## src/rtl/operand_entry_pkg.sv

```systemverilog
// Shared definitions for the GCD operand entry front end:
// entry phases, default debounce length and sign/magnitude split.
package operand_entry_pkg;

  typedef enum logic [2:0] {
    A_LO    = 3'd0,
    A_HI    = 3'd1,
    B_LO    = 3'd2,
    B_HI    = 3'd3,
    PRESENT = 3'd4
  } phase_e;

  localparam int DEBOUNCE_DEFAULT = 500000;

  // {neg, magnitude}; 0x80 keeps magnitude 0x80 with neg set
  function automatic logic [8:0] sign_mag(input logic [7:0] v);
    sign_mag = {v[7], v[7] ? (~v + 8'd1) : v};
  endfunction

endpackage

```

## src/rtl/operand_entry_key_debounce.sv

```systemverilog
// Push-button conditioner: 2-FF synchronizer, stability counter
// and a one-cycle pulse on the debounced press (1->0) edge.
module key_debounce
  import operand_entry_pkg::*;
#(
  parameter int DEBOUNCE_CYCLES = DEBOUNCE_DEFAULT,
  parameter int CNT_W           = 20
) (
  input  logic CLOCK_50,
  input  logic RESET_N,
  input  logic key_raw,
  output logic key_level,
  output logic press
);

  localparam logic [CNT_W-1:0] LAST = CNT_W'(DEBOUNCE_CYCLES - 1);

  logic             r_sync1;
  logic             r_sync2;
  logic             r_stable;
  logic             r_stable_q;
  logic             r_press;
  logic [CNT_W-1:0] r_cnt;
  logic             w_diff;
  logic             w_flip;

  assign w_diff = r_sync2 != r_stable;
  assign w_flip = w_diff && (r_cnt == LAST);

  always_ff @(posedge CLOCK_50) begin
    if (!RESET_N) begin
      r_sync1    <= 1'b1;
      r_sync2    <= 1'b1;
      r_stable   <= 1'b1;
      r_stable_q <= 1'b1;
      r_press    <= 1'b0;
      r_cnt      <= '0;
    end else begin
      r_sync1    <= key_raw;
      r_sync2    <= r_sync1;
      r_stable_q <= r_stable;
      r_press    <= r_stable_q & ~r_stable;
      if (!w_diff || w_flip) begin
        r_cnt <= '0;
      end else begin
        r_cnt <= r_cnt + 1'b1;
      end
      if (w_flip) begin
        r_stable <= r_sync2;
      end
    end
  end

  assign key_level = r_stable;
  assign press     = r_press;

endmodule

```

## src/rtl/operand_entry.sv

```systemverilog
// Nibble-wise entry of two signed bytes, presented downstream
// as magnitude plus sign over a valid/ready handshake.
module operand_entry
  import operand_entry_pkg::*;
#(
  parameter int DEBOUNCE_CYCLES = DEBOUNCE_DEFAULT,
  parameter int CNT_W           = 20
) (
  input  logic       CLOCK_50,
  input  logic       RESET_N,
  input  logic [1:0] KEY,
  input  logic [3:0] SW,
  output logic [7:0] op_a,
  output logic [7:0] op_b,
  output logic       a_neg,
  output logic       b_neg,
  output logic       ops_valid,
  input  logic       ops_ready,
  output logic [2:0] phase
);

  logic       w_load;
  logic       w_clr;
  logic [1:0] w_unused_lvl;
  logic [8:0] w_am;
  logic [8:0] w_bm;

  phase_e     r_state;
  logic [7:0] r_a;
  logic [7:0] r_b;
  logic [7:0] r_op_a;
  logic [7:0] r_op_b;
  logic       r_a_neg;
  logic       r_b_neg;
  logic       r_valid;

  key_debounce #(
    .DEBOUNCE_CYCLES(DEBOUNCE_CYCLES),
    .CNT_W          (CNT_W)
  ) u_load (
    .CLOCK_50 (CLOCK_50),
    .RESET_N  (RESET_N),
    .key_raw  (KEY[1]),
    .key_level(w_unused_lvl[1]),
    .press    (w_load)
  );

  key_debounce #(
    .DEBOUNCE_CYCLES(DEBOUNCE_CYCLES),
    .CNT_W          (CNT_W)
  ) u_clr (
    .CLOCK_50 (CLOCK_50),
    .RESET_N  (RESET_N),
    .key_raw  (KEY[0]),
    .key_level(w_unused_lvl[0]),
    .press    (w_clr)
  );

  // B's high nibble is taken straight from SW on the final load
  assign w_am = sign_mag(r_a);
  assign w_bm = sign_mag({SW, r_b[3:0]});

  always_ff @(posedge CLOCK_50) begin
    if (!RESET_N) begin
      r_state <= A_LO;
      r_a     <= '0;
      r_b     <= '0;
      r_op_a  <= '0;
      r_op_b  <= '0;
      r_a_neg <= 1'b0;
      r_b_neg <= 1'b0;
      r_valid <= 1'b0;
    end else if (w_clr) begin
      r_state <= A_LO;
      r_a     <= '0;
      r_b     <= '0;
      r_valid <= 1'b0;
    end else begin
      unique case (r_state)
        A_LO: if (w_load) begin
          r_a[3:0] <= SW;
          r_state  <= A_HI;
        end
        A_HI: if (w_load) begin
          r_a[7:4] <= SW;
          r_state  <= B_LO;
        end
        B_LO: if (w_load) begin
          r_b[3:0] <= SW;
          r_state  <= B_HI;
        end
        B_HI: if (w_load) begin
          r_b[7:4] <= SW;
          r_state  <= PRESENT;
          r_valid  <= 1'b1;
          r_op_a   <= w_am[7:0];
          r_a_neg  <= w_am[8];
          r_op_b   <= w_bm[7:0];
          r_b_neg  <= w_bm[8];
        end
        PRESENT: if (ops_ready) begin
          r_state <= A_LO;
          r_valid <= 1'b0;
        end
        default: r_state <= A_LO;
      endcase
    end
  end

  assign op_a      = r_op_a;
  assign op_b      = r_op_b;
  assign a_neg     = r_a_neg;
  assign b_neg     = r_b_neg;
  assign ops_valid = r_valid;
  assign phase     = r_state;

endmodule

```

## config.mk

```make
export PLATFORM = sky130hd
export DESIGN_NAME = operand_entry
export DESIGN_NICKNAME = d
export VERILOG_FILES = /design/src/rtl/operand_entry_pkg.sv /design/src/rtl/operand_entry_key_debounce.sv /design/src/rtl/operand_entry.sv
export SDC_FILE = /design/constraint.sdc
export NUM_CORES = 1
export LEC_CHECK = 0
export CAP_MARGIN = 20
export CORE_ASPECT_RATIO = 0.6
export CORE_MARGIN = 2
export CORE_UTILIZATION = 57
export DETAILED_ROUTE_END_ITERATION = 10
export PLACE_DENSITY = 0.79
export SLEW_MARGIN = 20
export SYNTH_ARGS = -nofsm -noshare
export SYNTH_HDL_FRONTEND = slang
export SYNTH_SLANG_ARGS = --single-unit
```

## constraint.sdc

```tcl
create_clock -name CLOCK_50 -period 2.2 [get_ports CLOCK_50]
set_input_delay 0.22 -clock CLOCK_50 [delete_from_list [all_inputs] [get_ports CLOCK_50]]
set_output_delay 0.22 -clock CLOCK_50 [all_outputs]
set_load 0.1 [all_outputs]
```

# After elaboration in Yosys (flattened, before gate mapping)
# Index checks and enable logic that the tools add are counted.
[classes] n_addsub=4 eq_ne=13 mux=11 n_bitwise=8 n_reduce_logical=17
[ops] op="$add 20x1->20 const B" count=2
[ops] op="$eq 20x19->1 const B" count=2
[ops] op="$add 8x1->8 const B" count=2
[ops] op="$mux 8" count=2
[ops] op="$not 8->8" count=2
[ops] op="$mux 3" count=5
[ops] op="$pmux 3 s5" count=1
[ops] op="$ne 2x1->1 const B" count=4
[ops] op="$eq 3x2->1 const B" count=2
[ops] op="$reduce_and 2->1" count=3
[ops] op="$reduce_and 3->1" count=2
[ops] op="$reduce_or 2->1" count=3
[ops] op="$reduce_and 5->1" count=1
[ops] op="$not 1->1" count=4
[ops] op="$eq 3x1->1 const B" count=1
[ops] op="$eq 3x3->1 const B" count=1
[ops] op="$logic_not 3->1" count=1
[ops] op="$and 1x1->1" count=2
[ops] op="$logic_and 1x1->1" count=2
[ops] op="$logic_not 1->1" count=2
[ops] op="$logic_or 1x1->1" count=2
[ops] op="$mux 1" count=2
[ops] op="$ne 1x1->1" count=2
[ops] op="$ne 2x2->1 const B" count=1
[ops] op="2 further kinds" count=2
[word_totals] reg_bits=84 in_bits=9 output_inout_bits=22 word_cells=74

# Logic depth before layout (Yosys ltp)
[depth] depth_word=4 mapped_depth=6 depth_no_buf=6

# Modules after synthesis
# From an unflattened synthesis, not the netlist that was laid out.
[hier_totals] hier_cells=411 area_unflattened_um2=3727.3
[modules_own_cells] mod="key_debounce" instances=2 cells_per_inst=122 area_each_um2=1093.5 seq_area_each_um2=500.5
[modules_own_cells] mod="operand_entry" instances=1 cells_per_inst=167 area_each_um2=1540.2 seq_area_each_um2=680.7

# Worst setup path after synthesis
# No wires, ideal clock.
[synth_path] path_type="flip-flop to flip-flop" startpoint="reg r_state[1], in the netlist phase[1]" endpoint="reg r_op_a[4], in the netlist op_a[4]" t_arrival_ns=2.302 slack_ns=-0.188 path_stages_with_launch=6 path_buffers=1 synth_period_minus_slack_ns=2.388 path_cell_list="dfxtp_1 nand4b_1 nor2_1 clkbuf_1 nor2_1 a211oi_1"
[synth_via] elab_chain_cells=2
[synth_lines] element="start: declaration" line_no="operand_entry.sv:28" source="phase_e r_state;"
[synth_lines] element="start signal: assignment" line_no="operand_entry.sv:65" source="r_state <= A_LO;"
[synth_lines] element="start signal: assignment" line_no="operand_entry.sv:74" source="r_state <= A_LO;"
[synth_lines] element="start signal: assignment" line_no="operand_entry.sv:82" source="r_state <= A_HI;"
[synth_lines] element="$eq 3x2->1" line_no="operand_entry.sv:79" source="unique case (r_state)"
[synth_lines] element="$reduce_and 3->1 (no source line)"
[synth_lines] element="end signal: assignment" line_no="operand_entry.sv:96" source="r_op_a <= w_am[7:0];"
[synth_lines] element="end: declaration" line_no="operand_entry.sv:31" source="logic [7:0] r_op_a;"
# Every way passes these cells.
# A chain may end at the register's enable or synchronous reset.

# Final worst setup path
[layout_path] startpoint="reg u_clr.r_cnt[7]" endpoint="reg u_clr.r_cnt[10]"
[layout_via] elab_chain_cells=4
[layout_lines] element="start: declaration" line_no="operand_entry_key_debounce.sv:23" source="logic [CNT_W-1:0] r_cnt;"
[layout_lines] element="start signal: assignment" line_no="operand_entry_key_debounce.sv:46" source="r_cnt <= r_cnt + 1'b1;"
[layout_lines] element="branches (longest 4 deep; another with $add 20x1->20)"
# Several ways; the timed one is not identified.

==> results.cfg <==
[global_route]
antenna_found_initial = 0
grt-ovfl-total = 0
grt_pass1_wl_um = 12300
grt_use_total_pct = 22.3
grt_pass1_vias = 2646
grt_max_degree = 29

[drt]
top_layer = met4
via_per_inst = 5.38
drc_errors = 0
wl_met1_um = 3770
wl_met2_um = 3020
wl_per_cell_um = 13.7
drtPass1Iterations = 4
vias = 2829
detail-route-antenna-nets = 0
drt_iter0_markers = 172
wirelength_um = 7190
dr_wl_met3_um = 345

[finish]
nets = 450
design_area_um2 = 4130
fillers = 494
drive_above_1_share_pct = 13.8
ff_latch_area_um2 = 1680
area_growth_pct = 15.9
diodes = 0
multiInputGateArea_um2 = 1750
mostFrequentLayoutCells = dfxtp_1, nor2_1, buf_4
layout_commonest_cell = dfxtp_1

[clocking]
clockBufferDepth = 2
tritoncts = built
clkSinkCount = 84
cts_max_level = 3
cts_made_buffers = 9
path_clk_slew_ns = 0.09
clk_latency_ns = 0.35
cts_setup_buffers = 0
cts-root-buf = clkbuf_8

[critical_path]
crit_path_max_fanout = 19
end_kind = flip-flop
required_ns = 2.44
worstSetupPathType = reg -> reg
r2r_end = u_clr.r_cnt[10]$_SDFF_PP0_
reg2reg_setup_slack_ns = 0.16
reg2regPathDepth = 5
rr_startpoint = u_clr.r_cnt[7]$_SDFF_PP0_
start_kind = flip-flop
cp.arrival_ns = 2.28

[min_path]
hp-start = u_load.r_sync1$_SDFF_PN1_
hold-path-endpoint = u_load.r_sync2$_SDFF_PN1_
min_path_type = reg -> reg
min_path_cells = 1

[sta]
worstMarginPinSlew_ns = 0.579
maxSlewHeadroom_pct = 61.0
rsz0062_at_grt = false
slew_viol_final = 0
fin_crit_ns = 2.04
tns_ns = 0
finalHoldViolations = 0
setup_viol = 0
final.period_utilization_pct = 92.8
fmax_mhz = 490
finalClockSkew_ns = 0.0131

[floorplanning]
num_rows = 22
die_w_um = 106
core-area_um2 = 6080
die-area_um2 = 6910
start_util_pct = 58.5
ios = 31
floorplan.die.height_um = 65.2

[power]
p_per_area_nw_per_um2 = 633
ir_worst_vdd_v = 0.000435
leakagePower_nw = 1.41
power.total_mw = 2.61

[run_status]
status = finished clean

[synth]
synth-seq-cells = 84
synth.distinct_cells = 37
yosysSeqAreaShare_pct = 47.2
synth_area_um2 = 3560
syn_inst = 400
avgSynthCellArea_um2 = 8.90
yosys_warnings = 0
syn_nets = 413

[run]
drv_cap = 0

[placed_design]
gp_congestion = 0.832
placed_cell_area_um2 = 3940
dp_hpwl_um = 5280
port_buffers = 30
worst max-delay path: stages, from the launching register on:
cell and delay, ns:
dfxtp_1 0.38, or4b_1 0.53, or4_4 0.58, o211ai_4 0.19, buf_12 0.18, nor2_1 0.06
per-stage QoR:
step | setup WS [ns] | instances | hold slack, ns | util (%)
detailed placement | 0.155 | 510 | 0.405 | 64.8
CTS | 0.147 | 526 | 0.415 | 67.8
floorplan | 0.0743 | 400 | 0.315 | -
finish | 0.158 | 526 | 0.417 | 67.8
global placement | 0.211 | 510 | 0.390 | 64.8
global route | 0.0516 | 526 | 0.431 | 67.8
where the power goes:
group / switching (mW) / internal, mW / leakage [nW]
logic: 0.0387 / 0.0260 / 0.642
clock network: 0.595 / 0.428 / 0.0914
registers: 0.00260 / 1.52 / 0.679
total: 0.636 / 1.98 / 1.41
registers in the layout, summed over array words and instances, names as in the netlist, 3 cells and up:
| signal | cells |
|---|---|
| op_a | 8 |
| op_b | 8 |
| phase | 3 |
| r_a | 8 |
| r_b | 4 |
| u_clr.r_cnt | 20 |
| u_load.r_cnt | 20 |
worst max-delay path by stage:
stage | startpoint | cells after the start | slack (ns) | endpoint
finish | u_clr.r_cnt[7]$_SDFF_PP0_ | 5 | 0.16 | u_clr.r_cnt[10]$_SDFF_PP0_
global route | u_clr.r_cnt[7]$_SDFF_PP0_ | 4 | 0.05 | u_clr.r_cnt[18]$_SDFF_PP0_
CTS | u_clr.r_cnt[0]$_SDFF_PP0_ | 5 | 0.15 | u_clr.r_cnt[18]$_SDFF_PP0_
detailed placement | u_clr.r_cnt[0]$_SDFF_PP0_ | 5 | 0.16 | u_clr.r_cnt[18]$_SDFF_PP0_
global placement | u_clr.r_cnt[0]$_SDFF_PP0_ | 5 | 0.21 | u_clr.r_cnt[18]$_SDFF_PP0_
floorplan | phase[2]$_SDFFE_PP0P_ | 4 | 0.07 | r_a[2]$_SDFFE_PP0P_
cell families (layout without fill, tap and decap cells):
kind of cell	Yosys count	in the layout	share of synthesized area, %
AO/OA/AOI/OAI	56	56	10.3
flip-flops	84	84	47.2
buffers and inverters	33	75	3.80
XOR/XNOR	42	42	10.3
AND/OR/NAND/NOR	173	173	24.7
adder cells (fa/ha/maj)	4	4	1.41
multiplexers	8	8	2.25
routing by layer:
| metal | vias up | GRT usage, % |
|---|---|---|
| li1 | 1461 | - |
| met1 | 1307 | 32.6 |
| met2 | 55 | 32.9 |
| met3 | 6 | 4.76 |
| met4 | 0 | 7.07 |
| met5 | - | 0 |
area by class of cell:
class,count,area share [%]
multi-input combinational,283,42.4
sequential,84,40.8
timing repair buffer,41,8.25
clock buffer,9,3.00
tap,84,2.55
inverter,18,1.64
clock inverter,7,1.36
cell usage after synthesis:
library cell | instances | area [µm²]
o211ai_1 | 3 | 22.5
ha_1 | 4 | 50.1
buf_8 | 1 | 15.0
or4_4 | 1 | 11.3
nand4b_1 | 4 | 35.0
nor4bb_1 | 2 | 20.0
o311ai_0 | 2 | 17.5
or2_2 | 1 | 6.26
o211ai_4 | 1 | 21.3
nor4b_1 | 2 | 17.5
o211a_1 | 2 | 20.0
mux2i_1 | 8 | 80.1
o21ai_0 | 11 | 55.1
and3_1 | 4 | 25.0
nand2_1 | 25 | 93.8
clkbuf_1 | 14 | 52.6
xor2_1 | 17 | 149
or4_1 | 7 | 52.6
o31ai_1 | 5 | 37.5
nor3_1 | 10 | 50.1
nand3_1 | 15 | 75.1
nor2_2 | 4 | 25.0
nor2b_1 | 2 | 12.5
or3_1 | 6 | 37.5
nor4_1 | 6 | 37.5
o21a_1 | 1 | 7.51
nand4_1 | 9 | 56.3
inv_1 | 18 | 67.6
o41ai_1 | 2 | 17.5
or4b_1 | 2 | 20.0
or4b_2 | 1 | 10.0
dfxtp_1 | 84 | 1680
a211oi_1 | 9 | 67.6
nand2b_1 | 9 | 56.3
nor2_1 | 63 | 236
a21oi_1 | 20 | 100
xnor2_1 | 25 | 219
what timing repair did:
item / CTS / global route
gates resized for setup: 0 / 1
hold buffers: 0 / 0
setup endpoints to repair: 0 / 1
Power figures use the tool's default switching activity.
